--- src/rtl/main_controller_pkg.sv ---
// Shared decode constants for the multicycle controller: opcodes, funct codes, alu_op encodings, FSM states.
// The ALU controller imports the same alu_op constants so both ends agree on the encoding.
package main_controller_pkg;

    localparam logic [5:0] OP_RTYPE = 6'b000000;
    localparam logic [5:0] OP_J     = 6'b000010;
    localparam logic [5:0] OP_JAL   = 6'b000011;
    localparam logic [5:0] OP_BEQ   = 6'b000100;
    localparam logic [5:0] OP_BNE   = 6'b000101;
    localparam logic [5:0] OP_ADDI  = 6'b001000;
    localparam logic [5:0] OP_SLTI  = 6'b001010;
    localparam logic [5:0] OP_ANDI  = 6'b001100;
    localparam logic [5:0] OP_ORI   = 6'b001101;
    localparam logic [5:0] OP_XORI  = 6'b001110;
    localparam logic [5:0] OP_LW    = 6'b100011;
    localparam logic [5:0] OP_SW    = 6'b101011;

    localparam logic [5:0] FN_JR    = 6'b001000;

    localparam logic [2:0] ALU_ADD   = 3'b000;
    localparam logic [2:0] ALU_SUB   = 3'b001;
    localparam logic [2:0] ALU_RTYPE = 3'b010;
    localparam logic [2:0] ALU_SLT   = 3'b011;
    localparam logic [2:0] ALU_AND   = 3'b100;
    localparam logic [2:0] ALU_OR    = 3'b101;
    localparam logic [2:0] ALU_XOR   = 3'b110;

    localparam logic [3:0] S_FETCH    = 4'd0;
    localparam logic [3:0] S_DECODE   = 4'd1;
    localparam logic [3:0] S_MEM_ADDR = 4'd2;
    localparam logic [3:0] S_MEM_RD   = 4'd3;
    localparam logic [3:0] S_MEM_WB   = 4'd4;
    localparam logic [3:0] S_MEM_WR   = 4'd5;
    localparam logic [3:0] S_R_EXEC   = 4'd6;
    localparam logic [3:0] S_R_WB     = 4'd7;
    localparam logic [3:0] S_I_EXEC   = 4'd8;
    localparam logic [3:0] S_I_WB     = 4'd9;
    localparam logic [3:0] S_BRANCH   = 4'd10;
    localparam logic [3:0] S_JUMP     = 4'd11;
    localparam logic [3:0] S_JAL_WB   = 4'd12;
    localparam logic [3:0] S_JR       = 4'd13;

    typedef struct packed {
        logic       pc_write;
        logic       pc_write_cond;
        logic       ir_write;
        logic       reg_write;
        logic       mem_write;
        logic       mem_read;
        logic       i_or_d;
        logic       mem_to_reg;
        logic       alu_src_a;
        logic       branch_ne;
        logic [1:0] pc_source;
        logic [1:0] reg_dst;
        logic [1:0] alu_src_b;
        logic [2:0] alu_op;
        logic       illegal_op;
    } ctrl_t;

    function automatic logic is_itype(input logic [5:0] op);
        return (op == OP_ADDI) || (op == OP_SLTI) || (op == OP_ANDI) ||
               (op == OP_ORI)  || (op == OP_XORI);
    endfunction

    function automatic logic is_known_op(input logic [5:0] op);
        return (op == OP_LW) || (op == OP_SW) || (op == OP_RTYPE) ||
               (op == OP_BEQ) || (op == OP_BNE) || (op == OP_J) ||
               (op == OP_JAL) || is_itype(op);
    endfunction

    function automatic logic [2:0] itype_alu_op(input logic [5:0] op);
        logic [2:0] r;
        case (op)
            OP_SLTI: r = ALU_SLT;
            OP_ANDI: r = ALU_AND;
            OP_ORI:  r = ALU_OR;
            OP_XORI: r = ALU_XOR;
            default: r = ALU_ADD;
        endcase
        return r;
    endfunction

endpackage

--- src/rtl/main_controller.sv ---
// Multicycle MIPS-style main controller: Moore FSM, 3-5 cycles per instruction with zero-wait memory.
// FETCH, MEM_RD and MEM_WR hold while mem_ready is low; every other state advances unconditionally.
module main_controller
    import main_controller_pkg::*;
#(
    parameter int MEM_HANDSHAKE = 1
) (
    input  logic       clk,
    input  logic       rst,
    input  logic [5:0] opcode,
    input  logic [5:0] funct,
    input  logic       mem_ready,
    output logic       pc_write,
    output logic       pc_write_cond,
    output logic       ir_write,
    output logic       reg_write,
    output logic       mem_write,
    output logic       mem_read,
    output logic       i_or_d,
    output logic       mem_to_reg,
    output logic       alu_src_a,
    output logic       branch_ne,
    output logic [1:0] pc_source,
    output logic [1:0] reg_dst,
    output logic [1:0] alu_src_b,
    output logic [2:0] alu_op,
    output logic       illegal_op
);

    logic [3:0] state;
    logic [3:0] state_nxt;
    logic       ready;
    ctrl_t      ctrl;

    assign ready = (MEM_HANDSHAKE != 0) ? mem_ready : 1'b1;

    always_ff @(posedge clk or posedge rst) begin
        if (rst) begin
            state <= S_FETCH;
        end else begin
            state <= state_nxt;
        end
    end

    always_comb begin
        state_nxt = state;
        case (state)
            S_FETCH: begin
                if (ready) state_nxt = S_DECODE;
            end
            S_DECODE: begin
                state_nxt = S_FETCH;
                if (opcode == OP_LW || opcode == OP_SW) begin
                    state_nxt = S_MEM_ADDR;
                end else if (opcode == OP_RTYPE) begin
                    state_nxt = (funct == FN_JR) ? S_JR : S_R_EXEC;
                end else if (opcode == OP_BEQ || opcode == OP_BNE) begin
                    state_nxt = S_BRANCH;
                end else if (opcode == OP_J) begin
                    state_nxt = S_JUMP;
                end else if (opcode == OP_JAL) begin
                    state_nxt = S_JAL_WB;
                end else if (is_itype(opcode)) begin
                    state_nxt = S_I_EXEC;
                end
            end
            // IR is frozen outside FETCH, so opcode still identifies lw vs sw here.
            S_MEM_ADDR: state_nxt = (opcode == OP_LW) ? S_MEM_RD : S_MEM_WR;
            S_MEM_RD: begin
                if (ready) state_nxt = S_MEM_WB;
            end
            S_MEM_WR: begin
                if (ready) state_nxt = S_FETCH;
            end
            S_R_EXEC: state_nxt = S_R_WB;
            S_I_EXEC: state_nxt = S_I_WB;
            default:  state_nxt = S_FETCH;
        endcase
    end

    always_comb begin
        ctrl = '0;
        case (state)
            S_FETCH: begin
                ctrl.mem_read  = 1'b1;
                ctrl.alu_src_b = 2'b01;
                ctrl.alu_op    = ALU_ADD;
                ctrl.ir_write  = ready;
                ctrl.pc_write  = ready;
            end
            S_DECODE: begin
                ctrl.alu_src_b  = 2'b11;
                ctrl.alu_op     = ALU_ADD;
                ctrl.illegal_op = !is_known_op(opcode);
            end
            S_MEM_ADDR: begin
                ctrl.alu_src_a = 1'b1;
                ctrl.alu_src_b = 2'b10;
                ctrl.alu_op    = ALU_ADD;
            end
            S_MEM_RD: begin
                ctrl.mem_read = 1'b1;
                ctrl.i_or_d   = 1'b1;
            end
            S_MEM_WB: begin
                ctrl.reg_write  = 1'b1;
                ctrl.mem_to_reg = 1'b1;
                ctrl.reg_dst    = 2'b00;
            end
            S_MEM_WR: begin
                ctrl.mem_write = 1'b1;
                ctrl.i_or_d    = 1'b1;
            end
            S_R_EXEC: begin
                ctrl.alu_src_a = 1'b1;
                ctrl.alu_src_b = 2'b00;
                ctrl.alu_op    = ALU_RTYPE;
            end
            S_R_WB: begin
                ctrl.reg_write = 1'b1;
                ctrl.reg_dst   = 2'b01;
            end
            S_I_EXEC: begin
                ctrl.alu_src_a = 1'b1;
                ctrl.alu_src_b = 2'b10;
                ctrl.alu_op    = itype_alu_op(opcode);
            end
            S_I_WB: begin
                ctrl.reg_write = 1'b1;
                ctrl.reg_dst   = 2'b00;
            end
            S_BRANCH: begin
                ctrl.alu_src_a     = 1'b1;
                ctrl.alu_src_b     = 2'b00;
                ctrl.alu_op        = ALU_SUB;
                ctrl.pc_write_cond = 1'b1;
                ctrl.pc_source     = 2'b01;
                ctrl.branch_ne     = (opcode == OP_BNE);
            end
            S_JUMP: begin
                ctrl.pc_write  = 1'b1;
                ctrl.pc_source = 2'b10;
            end
            S_JAL_WB: begin
                ctrl.reg_write = 1'b1;
                ctrl.reg_dst   = 2'b10;
                ctrl.pc_write  = 1'b1;
                ctrl.pc_source = 2'b10;
            end
            S_JR: begin
                ctrl.pc_write  = 1'b1;
                ctrl.pc_source = 2'b11;
            end
            default: ctrl = '0;
        endcase
    end

    // State already sits in FETCH during reset; only the write strobes need masking.
    assign pc_write      = ctrl.pc_write & ~rst;
    assign pc_write_cond = ctrl.pc_write_cond & ~rst;
    assign ir_write      = ctrl.ir_write & ~rst;
    assign reg_write     = ctrl.reg_write & ~rst;
    assign mem_write     = ctrl.mem_write & ~rst;
    assign illegal_op    = ctrl.illegal_op & ~rst;
    assign mem_read      = ctrl.mem_read;
    assign i_or_d        = ctrl.i_or_d;
    assign mem_to_reg    = ctrl.mem_to_reg;
    assign alu_src_a     = ctrl.alu_src_a;
    assign branch_ne     = ctrl.branch_ne;
    assign pc_source     = ctrl.pc_source;
    assign reg_dst       = ctrl.reg_dst;
    assign alu_src_b     = ctrl.alu_src_b;
    assign alu_op        = ctrl.alu_op;

endmodule

--- config.mk ---
export PLATFORM = sky130hd
export DESIGN_NAME = main_controller
export DESIGN_NICKNAME = d
export VERILOG_FILES = /design/src/rtl/main_controller_pkg.sv /design/src/rtl/main_controller.sv
export SDC_FILE = /design/constraint.sdc
export NUM_CORES = 1
export LEC_CHECK = 0
export ABC_AREA = 1
export BUFFER_PORTS_ARGS = -buffer_cell sky130_fd_sc_hd__buf_2
export CORE_MARGIN = 4
export CORE_UTILIZATION = 40
export CTS_BUF_LIST = sky130_fd_sc_hd__clkbuf_4 sky130_fd_sc_hd__clkbuf_8
export CTS_CLUSTER_DIAMETER = 80
export DETAILED_ROUTE_END_ITERATION = 8
export PLACE_DENSITY = 0.73
export SYNTH_ARGS = -nofsm -noshare
export SYNTH_HDL_FRONTEND = slang
export SYNTH_SLANG_ARGS = --single-unit
export TNS_END_PERCENT = 50
--- constraint.sdc ---
create_clock -name clk -period 1.3 [get_ports clk]
set_input_delay 0.195 -clock clk [delete_from_list [all_inputs] [get_ports clk]]
set_output_delay 0.195 -clock clk [all_outputs]
set_load 0.01 [all_outputs]
# Yosys cells after proc, flatten, opt, wreduce, memory -nomap -nowiden
# Index checks and enable logic that the tools add are counted.
word_totals:
  reg_bits: 4
  in_bits: 15
  word_cells: 85
  output_inout_bits: 20
classes:
  n_eq_ne: 28
  muxes: 27
  n_reduce_logical: 22
  n_bitwise: 7
ops:
  columns: ["cell", "count"]
  rows:
  - ["$mux W4", 10]
  - ["$eq A6 B4 Y1 const B", 6]
  - ["$pmux W5 S6", 1]
  - ["$pmux W4 S7", 1]
  - ["$eq A4 B4 Y1 const B", 6]
  - ["$eq A4 B3 Y1 const B", 4]
  - ["$eq A6 B2 Y1 const B", 2]
  - ["$eq A6 B3 Y1 const B", 2]
  - ["$eq A6 B6 Y1 const B", 2]
  - ["$logic_or A1 B1 Y1", 12]
  - ["$pmux W3 S4", 1]
  - ["$mux W1", 10]
  - ["$eq A4 B2 Y1 const B", 2]
  - ["$reduce_or A4 Y1", 2]
  - ["$and A1 B1 Y1", 6]
  - ["$logic_not A6 Y1", 1]
  - ["$ne A2 B2 Y1 const B", 3]
  - ["$pmux W2 S3", 1]
  - ["$reduce_or A2 Y1", 3]
  - ["$eq A4 B1 Y1 const B", 1]
  - ["$logic_not A4 Y1", 1]
  - ["$pmux W2 S2", 1]
  - ["$mux W3", 1]
  - ["$reduce_and A3 Y1", 1]
  - ["4 further kinds", 4]

# Longest topological paths before layout
# Gate-level depths: netlist (run 1).
logic_depth:
  depth_word: 12
  depth_mapped: 8
  ltp_nobuf: 8

# Worst setup path after synthesis (run 1)
# OpenSTA, ideal clock, no wires.
synth_timing:
  path_type: "register to output"
  from: "reg state[1]"
  to: "out reg_write"
  path_slack_ns: -0.104
  path_buffers: 0
  required_time_ns: 1.105
  stages_incl_launch_ff: 6
  arrival_ns: 1.209
  path_cell_list: "dfrtp_1 nor2_1 inv_2 nor2_1 nor2_1 a21oi_1"
synth_via:
  elab_chain_cells: 4
  word_cells_on_any_way: 7
  classes_between: "eq/ne: 4; mux: 1; bitwise: 1; reduce/logical: 1"
synth_rtl:
  columns: ["element", "line_no", "text"]
  rows:
  - ["from (decl)", "main_controller.sv:30", "logic [3:0] state;"]
  - ["from (signal assigned)", "main_controller.sv:41", "state <= state_nxt;"]
  - ["$eq A4 B4 Y1 / $eq A4 B3 Y1 (equally long branches)", "main_controller.sv:83", "case (state)"]
  - ["$reduce_or A4 Y1 (no source line) *", null, null]
  - ["$mux W1 *", "main_controller.sv:83", null]
  - ["$and A1 B1 Y1 *", "main_controller.sv:162", "assign reg_write = ctrl.reg_write & ~rst;"]
  - ["to (decl)", "main_controller.sv:16", "output logic reg_write,"]
# Every way passes the cells marked *; elsewhere a longest branch is shown, timed or not.

# Final worst setup path (run 1)
layout_timing:
  from: "reg state[0]"
  to: "reg state[0]"
layout_via:
  elab_chain_cells: 3
  word_cells_on_any_way: 12
  classes_between: "eq/ne: 9; mux: 1; reduce/logical: 2"
layout_rtl:
  columns: ["element", "line_no", "text"]
  rows:
  - ["$eq A4 B2 Y1 (tied with other cells)", "main_controller.sv:47", "case (state)"]
  - ["$ne A2 B2 Y1 (no source line)", null, null]
  - ["$reduce_and A3 Y1 (no source line)", null, null]
# Parallel ways exist; a longest one is shown, timed or not.
# A chain may end at the register's enable or synchronous reset.

==> results of run 1 <==
-- logic make-up (layout without fill, tap and decap cells) --
group	count (synthesis)	count (layout)	synth area share
AND/OR/NAND/NOR	89	89	0.6058
flip-flops	4	4	0.1539
buffers and inverters	23	84	0.1327
AO/OA/AOI/OAI	11	11	0.1077
-- power by group --
part           internal (mW)  leakage (nW)  switching (mW)
Sequential             0.165        0.0502          0.0642
Combinational          0.594         0.642           0.649
Clock                  0.103        0.0138          0.0544
-- layout make-up --
| class | count | area [um^2] |
|---|---|---|
| inverters | 23 | 86.33 |
| repair buffers | 58 | 370.4 |
| flip-flops and latches | 4 | 102.6 |
| clock buffers | 3 | 22.52 |
| multi-input cells | 100 | 549.3 |
| fillers | 125 | 372.9 |
| well taps | 16 | 20.02 |
-- routing by layer --
metal	track usage	vias up	wire (um)
met3	0.02761	3	147
li1	-	517	-
met5	0	-	0
met2	0.4043	35	1291
met1	0.2023	442	984
met4	0.04147	0	21
-- worst max-delay path by stage --
| stage | end | cells after the start |
|---|---|---|
| 3_3_place_gp | state[2] | 10 |
| 5_1_grt | state[2] | 12 |
| 2_1_floorplan | reg_write | 5 |
| 4_1_cts | alu_op[1] | 6 |
| 3_5_place_dp | alu_op[1] | 6 |
| 6_report | state[0] | 12 |
-- synth_stat cells --
library cell	number
inv_1	21
nor2_2	5
nor2_1	28
nor4_2	2
nor2_4	1
dfrtp_1	4
inv_2	2
o31ai_1	1
or2_2	1
a21oi_1	3
nand2_1	38
o22ai_1	1
nand3b_1	1
o31ai_2	1
o21ai_0	4
o21ai_2	1
nor3_1	2
nand3_1	11
-- worst max-delay path: stages, from the launching register on --
cell and delay, ns:
dfrtp_1 0.42, inv_1 0.15, nor2_4 0.06, nand2_2 0.08, inv_2 0.04, buf_4 0.12, buf_4 0.12, buf_4 0.12
buf_4 0.13, nand3_1 0.08, nand3_1 0.07, nand2_1 0.06, nand2_1 0.04
-- repair_timing --
item	in CTS	in global routing
hold endpoints to repair	4	0
buffers inserted	11	1
setup endpoints to repair	21	23
resized for setup	17	13
hold buffers	1	0
pin swaps	6	8
==> parameters.txt, run 1 <==
Parameter                              Value

Synth
  Post-Syn Area per Cell ... a little over 5 um^2
  Count of state elements after synthesis ... 4
  Syn Std Cell Area ... 650.6 um^2
  Synthesized Nets ... 142
  Area share of the largest cell type after synthesis ... 0.2192
  Synthesized netlist cell count ... ~130
  Dominant cell type by area after synthesis ... nand2_1
  Synth warnings ... 0
  Dominant cells by area after synthesis ... nand2_1 22%, nor2_1 16%, dfrtp_1 15%, inv_1 12%, nand3_1 8.5%
  Share of the yosys chip area belonging to registers ... 0.1538
  Unique cell type count in the Yosys netlist ... 18

GRT
  Total track usage ... 0.1976
  Wire length of the first global-routing pass ... 3843 um
  Final global-route overflow total ... 0
  Initial antenna violation count ... 0
  Via count of the first global-routing pass ... 972
  Maximum number of pins on one net before global-route repair ... 7

Timing
  FMAX ... roughly 0.63 GHz
  Worst clock skew on the final layout ... between 0.0008 and 0.0009 ns
  Least-Margin Pin Slew ... 0.2383 ns
  Final WS setup ... -0.2986 ns
  Final min period ... 1.599 ns
  Setup repair after global routing missed its margin ... true
  Final Hold Vio Count ... 0
  Worst slew margin ... 0.8398
  Hold slack final ... 0.2952 ns
  Final setup violation count ... 23
  Count of final max-slew check failures ... 0
  Portion of the clock cycle consumed by the worst path in the final layout ... 1.230
  Setup TNS ... -5.229 ns

Clock tree
  Clk buf depth ... 2
  # H-tree levels ... 1
  CTS Root Buffer Type ... clkbuf_4
  Insertion delay to the later sink of the worst-skew pair ... between 0.2 and 0.25 ns
  CTS tree ... done
  Total clock sinks ... 4
  Total CTS buffers ... 3
  Clock-pin slew reported for the worst setup and hold paths after clock tree synthesis ... 0.04 ns

Floorplanning
  Starting utilization of the core area ... 0.4269
  X dimension of the die ... just under 50 um
  Chip Height ... 48.33 um
  Total die area ... 2336 um^2
  I/O pins ... 35
  Area inside the core boundary ... 1524 um^2
  Placement Rows ... 14

Route
  DRC errors left ... 0
  Per-cell routed wire length ... 11.99 um
  Remaining number of nets flagged by the antenna check after routing ... 0
  Vias after detailed routing ... 997
  TritonRoute pass-1 iters ... 4
  Per-cell via count in the routed design ... 4.887
  Initial DRC count ... 16
  Aggregate routed wire length ... ~2400 um

Critical path
  Worst Path Arrival ... 1.73 ns
  Worst R2R Start ... state[0]
  Max FO, Critical Path ... 4
  RR Endpoint ... state[0]
  Type of element capturing the critical path ... register
  Kind of start point of the critical path ... register
  Data required time at the worst endpoint ... 1.43 ns
  Type of the worst setup path ... reg2reg
  Cell count of the worst reg-to-reg path ... 12
  CP startpoint ... state[0]
  Worst-case register-to-register setup slack ... -0.30 ns

Layout
  Registers with the most flip-flops ... state x4
  Number of flip-flops in the largest register ... 4
  Most frequent cells in the layout ... 33 x nand2_1, 33 x buf_2, 22 x nor2_1
  Final-stage net count ... 205
  Fin area ... 1151 um^2
  Biggest register ... state
  Fraction of layout cells with a size suffix above 1 ... 0.4947
  Final antenna diode count ... 0
  Share of the core filled with cells ... 0.7553
  Final Non-Filler Cells ... 204
  Synthesis-to-finish area growth ... 76.92%

Placement
  Placed wire-length estimate after detailed placement ... 1767 um
  Buffers on Ports ... 34
  Weighted congestion at the end of routability-driven global placement ... 0.8394
  Placed cells ... 188
  Post-place instance area ... 934.6 um^2
  Pre-CTS worst setup slack ... -0.08376 ns

Power
  VDD IR max ... 0.7535 mV
  P_leak ... approximately 0.7 nW
  Total power consumption of the routed design ... 1.630 mW
  Total power divided by cell area ... approximately 1400 nW/um^2

Min path
  Worst hold path cell count ... 5
  Worst hold start ... mem_ready
  Terminating pin of the worst hold path ... state[0]
  Tightest Hold Check Type ... in2reg

Run status
  Failing checks ... setup timing
  Outcome ... finished, violations left

Run
  Number of maximum-capacitance violations ... 0
Power figures use the tool's default switching activity.
==> run 2, diff against run 1 <==
--- a/config.mk
+++ b/config.mk
@@ -12,7 +12,8 @@
 export CTS_BUF_LIST = sky130_fd_sc_hd__clkbuf_4 sky130_fd_sc_hd__clkbuf_8
 export CTS_CLUSTER_DIAMETER = 80
 export DETAILED_ROUTE_END_ITERATION = 8
-export PLACE_DENSITY = 0.73
+export PLACE_DENSITY = 0.74
+export SETUP_SLACK_MARGIN = 0.2
 export SYNTH_ARGS = -nofsm -noshare
 export SYNTH_HDL_FRONTEND = slang
 export SYNTH_SLANG_ARGS = --single-unit
==> run 2 against run 1 <==
  * The flow still finishes with violations (setup timing)
  * Register-to-register slack better by 0.02 ns
  * Combinational power rose by 7%
  * Clock power increased by 32%
  * Sequential cell count unchanged
  * Wire length rose by 16%
  * First-iteration DRC count is 56% higher
  * Clock skew increased by 0.024 ns
  * Via count up 10%
  * Critical path type is now reg2out
  * Largest cell class unchanged
  * Largest power group unchanged
==> parameters.txt, run 2 (synthesized netlist as in run 1, its figures left out) <==
Parameter                              Value

Timing
  FMAX ... 0.5781 GHz
  Worst slew margin ... 0.8501
  Portion of the clock cycle consumed by the worst path in the final layout ... 1.331
  Final WS setup ... -0.4298 ns
  Count of final max-slew check failures ... 0
  Worst clock skew on the final layout ... between 0.02 and 0.03 ns
  Setup repair after global routing missed its margin ... true
  Final Hold Vio Count ... 0
  Hold slack final ... 0.08039 ns
  Least-Margin Pin Slew ... between 0.2 and 0.25 ns
  Final min period ... 1.730 ns
  Setup TNS ... -5.807 ns
  Final setup violation count ... 23

Clock tree
  Total CTS buffers ... 3
  Clk buf depth ... 2
  # H-tree levels ... 1
  Insertion delay to the later sink of the worst-skew pair ... 0.26 ns
  Total clock sinks ... 4
  CTS Root Buffer Type ... clkbuf_4
  Clock-pin slew reported for the worst setup and hold paths after clock tree synthesis ... 0.06 ns
  CTS tree ... done

Placement
  Weighted congestion at the end of routability-driven global placement ... 0.7894
  Buffers on Ports ... 34
  Post-place instance area ... 1032 um^2
  Placed wire-length estimate after detailed placement ... 1869 um
  Placed cells ... between 150 and 200
  Pre-CTS worst setup slack ... -0.1037 ns

Run status
  Failing checks ... setup timing
  Outcome ... finished, violations left

Min path
  Tightest Hold Check Type ... in2async

Route
  TritonRoute pass-1 iters ... 5
  Aggregate routed wire length ... 2833 um
  Vias after detailed routing ... 1,101
  Per-cell via count in the routed design ... 5.268
  DRC errors left ... 0
  Initial DRC count ... 25
  Per-cell routed wire length ... 13.56 um
  Remaining number of nets flagged by the antenna check after routing ... 0

Power
  Total power divided by cell area ... 1448 nW/um^2
  Comb power frac ... 0.739
  Relative contribution of the clock network to total power ... 0.117
  Net switching power figure ... 0.8819 mW
  Share of total power in sequential cells ... 0.144
  Total power consumption of the routed design ... ~1.8 mW
  Switching part of the total power ... 0.4913
  P_leak ... between 0.7 and 0.8 nW
  VDD IR max ... 0.8594 mV
  Internal power of the cells ... 0.9130 mW

Critical path
  Cell count of the worst reg-to-reg path ... 11
  Worst-case register-to-register setup slack ... -0.28 ns
  RR Endpoint ... state[2]
  Worst Path Arrival ... 1.53 ns
  Worst R2R Start ... state[1]
  Type of element capturing the critical path ... output pin
  Kind of start point of the critical path ... register
  End point of the critical path ... alu_op[1]
  Data required time at the worst endpoint ... 1.11 ns
  Type of the worst setup path ... reg2out
  CP startpoint ... state[1]
  Max FO, Critical Path ... 7

Floorplanning
  Starting utilization of the core area ... 0.4269
  I/O pins ... 35
  Chip Height ... 48.33 um
  X dimension of the die ... between 40 and 50 um
  Area inside the core boundary ... 1524 um^2
  Placement Rows ... 14
  Total die area ... roughly 2300 um^2

GRT
  Wire length of the first global-routing pass ... 4250 um
  Maximum number of pins on one net before global-route repair ... 8
  Initial antenna violation count ... 0
  Via count of the first global-routing pass ... 1,033
  Final global-route overflow total ... 0
  Total track usage ... 0.2232

Layout
  Final Non-Filler Cells ... 209
  Fraction of layout cells with a size suffix above 1 ... 0.5699
  Share of the core filled with cells ... 0.8136
  Leading cell type in the layout, fill and taps excluded ... buf_2
  Fin area ... about 1200 um^2
  Final-stage net count ... around 210
  Synthesis-to-finish area growth ... 90.58%
  Final antenna diode count ... 0
  Biggest register ... state
  Registers with the most flip-flops ... state x4
  # fillers ... 121
  Number of flip-flops in the largest register ... 4
  Most frequent cells in the layout ... 33 x buf_2, 30 x nand2_1, 26 x buf_4

Run
  Number of maximum-capacitance violations ... 0
[run 2: cell types whose count changed in the layout (fill, tap and decap cells not counted), sizes merged]
cell    previous run  this run
buf               57        61
clkbuf             3         4
[run 2: power by group through the flow]
stage / registers, mW / logic [mW] / clock network [mW]
final: 0.259 / 1.33 / 0.209
after global routing: 0.262 / 1.43 / 0.222
after CTS: 0.241 / 1.22 / 0.194
after detailed placement: 0.218 / 0.983 / 0
after global placement: 0.219 / 0.965 / 0
after floorplan: 0.214 / 0.540 / 0
[run 2: final cells by class]
type                       instances  area (um^2)  share of cell area
clock buffer                       4        30.03             0.02422
multi-input combinational        100        598.1              0.4823
sequential                         4        105.1             0.08476
inverter                          23        93.84             0.07568
tap                               16        20.02             0.01615
timing repair buffer              62        392.9              0.3169
[run 2: what timing repair did]
item / 4_1_cts / 5_1_grt
endpoints found under the setup margin: 24 / 24
buffers inserted: 9 / 1
hold buffers: 1 / 0
pin swaps: 9 / 1
hold endpoints to repair: 2 / 0
gates resized for setup: 25 / 8
[run 2: how the worst min path moves through the flow]
stage,start,end,slack [ns]
floorplan,rst,state[0],-0.02
global placement,rst,state[3],0.15
detailed placement,rst,state[3],0.15
CTS,rst,state[0],0.06
global route,rst,state[0],0.1
finish,rst,state[0],0.08
[run 2: layer usage]
layer	track usage	wire length [um]	vias up
met2	0.4565	1512	59
met3	0.03681	223	6
met1	0.2199	1050	503
li1	-	-	533
met4	0.05991	46	0
met5	0	0	-
[run 2: worst max-delay path, cell delays in order, from the launching register on]
cell,delay [ns]
dfrtp_2,0.48
nor2_4,0.15
inv_4,0.06
nor2_4,0.13
inv_4,0.07
o31ai_4,0.19
buf_2,0.18
==> run 3, diff against run 2 <==
--- a/config.mk
+++ b/config.mk
@@ -7,11 +7,12 @@
 export LEC_CHECK = 0
 export ABC_AREA = 1
 export BUFFER_PORTS_ARGS = -buffer_cell sky130_fd_sc_hd__buf_2
-export CORE_MARGIN = 4
+export CORE_MARGIN = 2
 export CORE_UTILIZATION = 40
 export CTS_BUF_LIST = sky130_fd_sc_hd__clkbuf_4 sky130_fd_sc_hd__clkbuf_8
 export CTS_CLUSTER_DIAMETER = 80
 export DETAILED_ROUTE_END_ITERATION = 8
+export MAX_ROUTING_LAYER = met4
 export PLACE_DENSITY = 0.74
 export SETUP_SLACK_MARGIN = 0.2
 export SYNTH_ARGS = -nofsm -noshare
==> run 3 against run 2 <==
  * The run still ends with setup timing left
  * Critical path depth increased by 1
  * Wire length decreased by 1.8%
  * Setup slack improved by 0.062 ns
  * Core utilization increased by 1.1 points
  * Critical endpoint is now pc_write
  * Final cell count unchanged
==> parameters.txt, run 3 (synthesized netlist as in run 1, its figures left out) <==
Parameter                              Value

Run status
  Outcome ... finished, violations left
  Failing checks ... setup timing

Timing
  Worst slew margin ... 0.8553
  Count of final max-slew check failures ... 0
  Final setup violation count ... 22
  Final WS setup ... -0.3677 ns
  Final Hold Vio Count ... 0
  Hold slack final ... 0.07028 ns
  Worst clock skew on the final layout ... approximately 0.012 ns
  Least-Margin Pin Slew ... 0.2163 ns
  Final min period ... 1.668 ns
  Portion of the clock cycle consumed by the worst path in the final layout ... 1.283
  Setup repair after global routing missed its margin ... true
  FMAX ... ~0.6 GHz

Critical path
  Cells along the critical path ... nor2_4 > buf_4 > buf_6 > buf_6 > nand3_4 > o21ai_2 > buf_2
  Kind of start point of the critical path ... register
  Worst R2R Start ... state[3]
  Type of the worst setup path ... reg2out
  Critical path's most frequent cell ... buf_6
  End point of the critical path ... pc_write
  Worst-path cell with the longest stage delay ... dfrtp_2
  Worst-case register-to-register setup slack ... -0.29 ns
  Cell count of the worst reg-to-reg path ... 9
  CP startpoint ... state[1]
  RR Endpoint ... state[2]
  Worst Path Arrival ... 1.47 ns
  Max FO, Critical Path ... 5
  Type of element capturing the critical path ... output pin
  Data required time at the worst endpoint ... 1.11 ns
  Crit path largest cell delay ... around 0.44 ns

GRT
  Initial antenna violation count ... 0
  Total track usage ... 0.2835
  Wire length of the first global-routing pass ... 3974 um
  Maximum number of pins on one net before global-route repair ... 7
  Via count of the first global-routing pass ... 1,000
  Final global-route overflow total ... 0

Placement
  Buffers on Ports ... 34
  Pre-CTS worst setup slack ... -0.1056 ns
  Placed wire-length estimate after detailed placement ... between 1500 and 2000 um
  Weighted congestion at the end of routability-driven global placement ... 0.8781
  Placed cells ... 192

Layout
  Leading cell type in the layout, fill and taps excluded ... nand2_1
  Fraction of layout cells with a size suffix above 1 ... 0.5492
  Number of flip-flops in the largest register ... 4
  # fillers ... between 90 and 100
  Most frequent cells in the layout ... 33 x nand2_1, 32 x buf_2, 22 x buf_4
  Registers with the most flip-flops ... state x4
  Final Non-Filler Cells ... 209
  Biggest register ... state
  Final antenna diode count ... 0
  Final-stage net count ... 209
  Synthesis-to-finish area growth ... 93.27%

Floorplanning
  Starting utilization of the core area ... 0.4269
  Area inside the core boundary ... 1524 um^2
  Chip Height ... 44.33 um
  I/O pins ... 35
  Total die area ... 1965 um^2
  Placement Rows ... 14
  X dimension of the die ... 44.33 um

Route
  Per-cell routed wire length ... 13.31 um
  Per-cell via count in the routed design ... between 5 and 6
  Vias after detailed routing ... 1,127
  Initial DRC count ... 36
  DRC errors left ... 0
  TritonRoute pass-1 iters ... 4
  Remaining number of nets flagged by the antenna check after routing ... 0
  Aggregate routed wire length ... 2781 um

Power
  VDD IR max ... 0.7871 mV
  Total power consumption of the routed design ... 1.959 mW
  Relative contribution of the clock network to total power ... 0.098
  Comb power frac ... 0.775
  Total power divided by cell area ... ~1600 nW/um^2
  Share of total power in sequential cells ... 0.127
  Internal power of the cells ... about 1.0 mW
  Switching part of the total power ... 0.4649
  P_leak ... ~0.75 nW
  Net switching power figure ... 0.9107 mW

Clock tree
  # H-tree levels ... 1
  Total clock sinks ... 4
  CTS Root Buffer Type ... clkbuf_4
  Insertion delay to the later sink of the worst-skew pair ... 0.24 ns
  Clk buf depth ... 2
  CTS tree ... done
  Total CTS buffers ... 3
  Clock-pin slew reported for the worst setup and hold paths after clock tree synthesis ... 0.04 ns

Run
  Number of maximum-capacitance violations ... 0

Min path
  Tightest Hold Check Type ... in2async
-- run 3: cell counts in the layout (fill, tap and decap cells not counted) --
Identical to the previous run, type by type.
-- run 3: power by group through the flow --
stage	Sequential (mW)	Combinational, mW	Clock [mW]
after floorplan	0.214	0.540	0
after global placement	0.218	0.943	0
after detailed placement	0.220	0.962	0
after CTS	0.237	1.21	0.196
after global routing	0.255	1.61	0.198
final	0.249	1.52	0.191
-- run 3: routing by layer --
layer	track usage	wire (um)	up-vias
li1	-	-	532
met1	0.2975	1073	527
met2	0.5412	1509	58
met3	0.02449	117	10
met4	0.1030	80	0
met5	-	0	-
-- run 3: area by class of cell --
class                   count  area (um^2)  area share
repair buffers             62        414.1      0.3294
inverters                  23        91.34     0.07264
multi-input cells         100        598.1      0.4756
flip-flops and latches      4        103.9     0.08259
clock buffers               4        30.03     0.02388
well taps                  16        20.02     0.01592
-- run 3: per-stage QoR --
step | util | TNS, ns | cell area, um^2
6_report | 0.8251 | -5.665 | 1257
5_1_grt | 0.8251 | -6.696 | 1257
4_1_cts | 0.7668 | -4.165 | 1169
3_5_place_dp | 0.6675 | -0.4098 | 1017
3_3_place_gp | 0.6675 | -0.1668 | 1017
2_1_floorplan | - | 0 | 714.4
-- run 3: worst max-delay path: cells and delay by family, from the launching register on --
kind,cells,cell delay (ns)
compound gates,1,0.12
simple gates,2,0.22
flops,1,0.44
buf+inv,4,0.44
-- run 3: timing repair --
| action | CTS | global route |
|---|---|---|
| resized for setup | 20 | 15 |
| hold endpoints to repair | 2 | 0 |
| setup buffers | 7 | 5 |
| hold buffers | 1 | 0 |
| pin swaps | 4 | 7 |
| endpoints found under the setup margin | 24 | 24 |
| cloned | 0 | 0 |
-- run 3: how the worst min path moves through the flow --
stage / startpoint / to / slack (ns) / cells after the start
finish: rst / state[0] / 0.07 / 3
global route: rst / state[1] / 0.08 / 3
CTS: rst / state[0] / 0.05 / 3
detailed placement: rst / state[2] / 0.16 / 2
global placement: rst / state[3] / 0.15 / 2
floorplan: rst / state[0] / -0.02 / 1
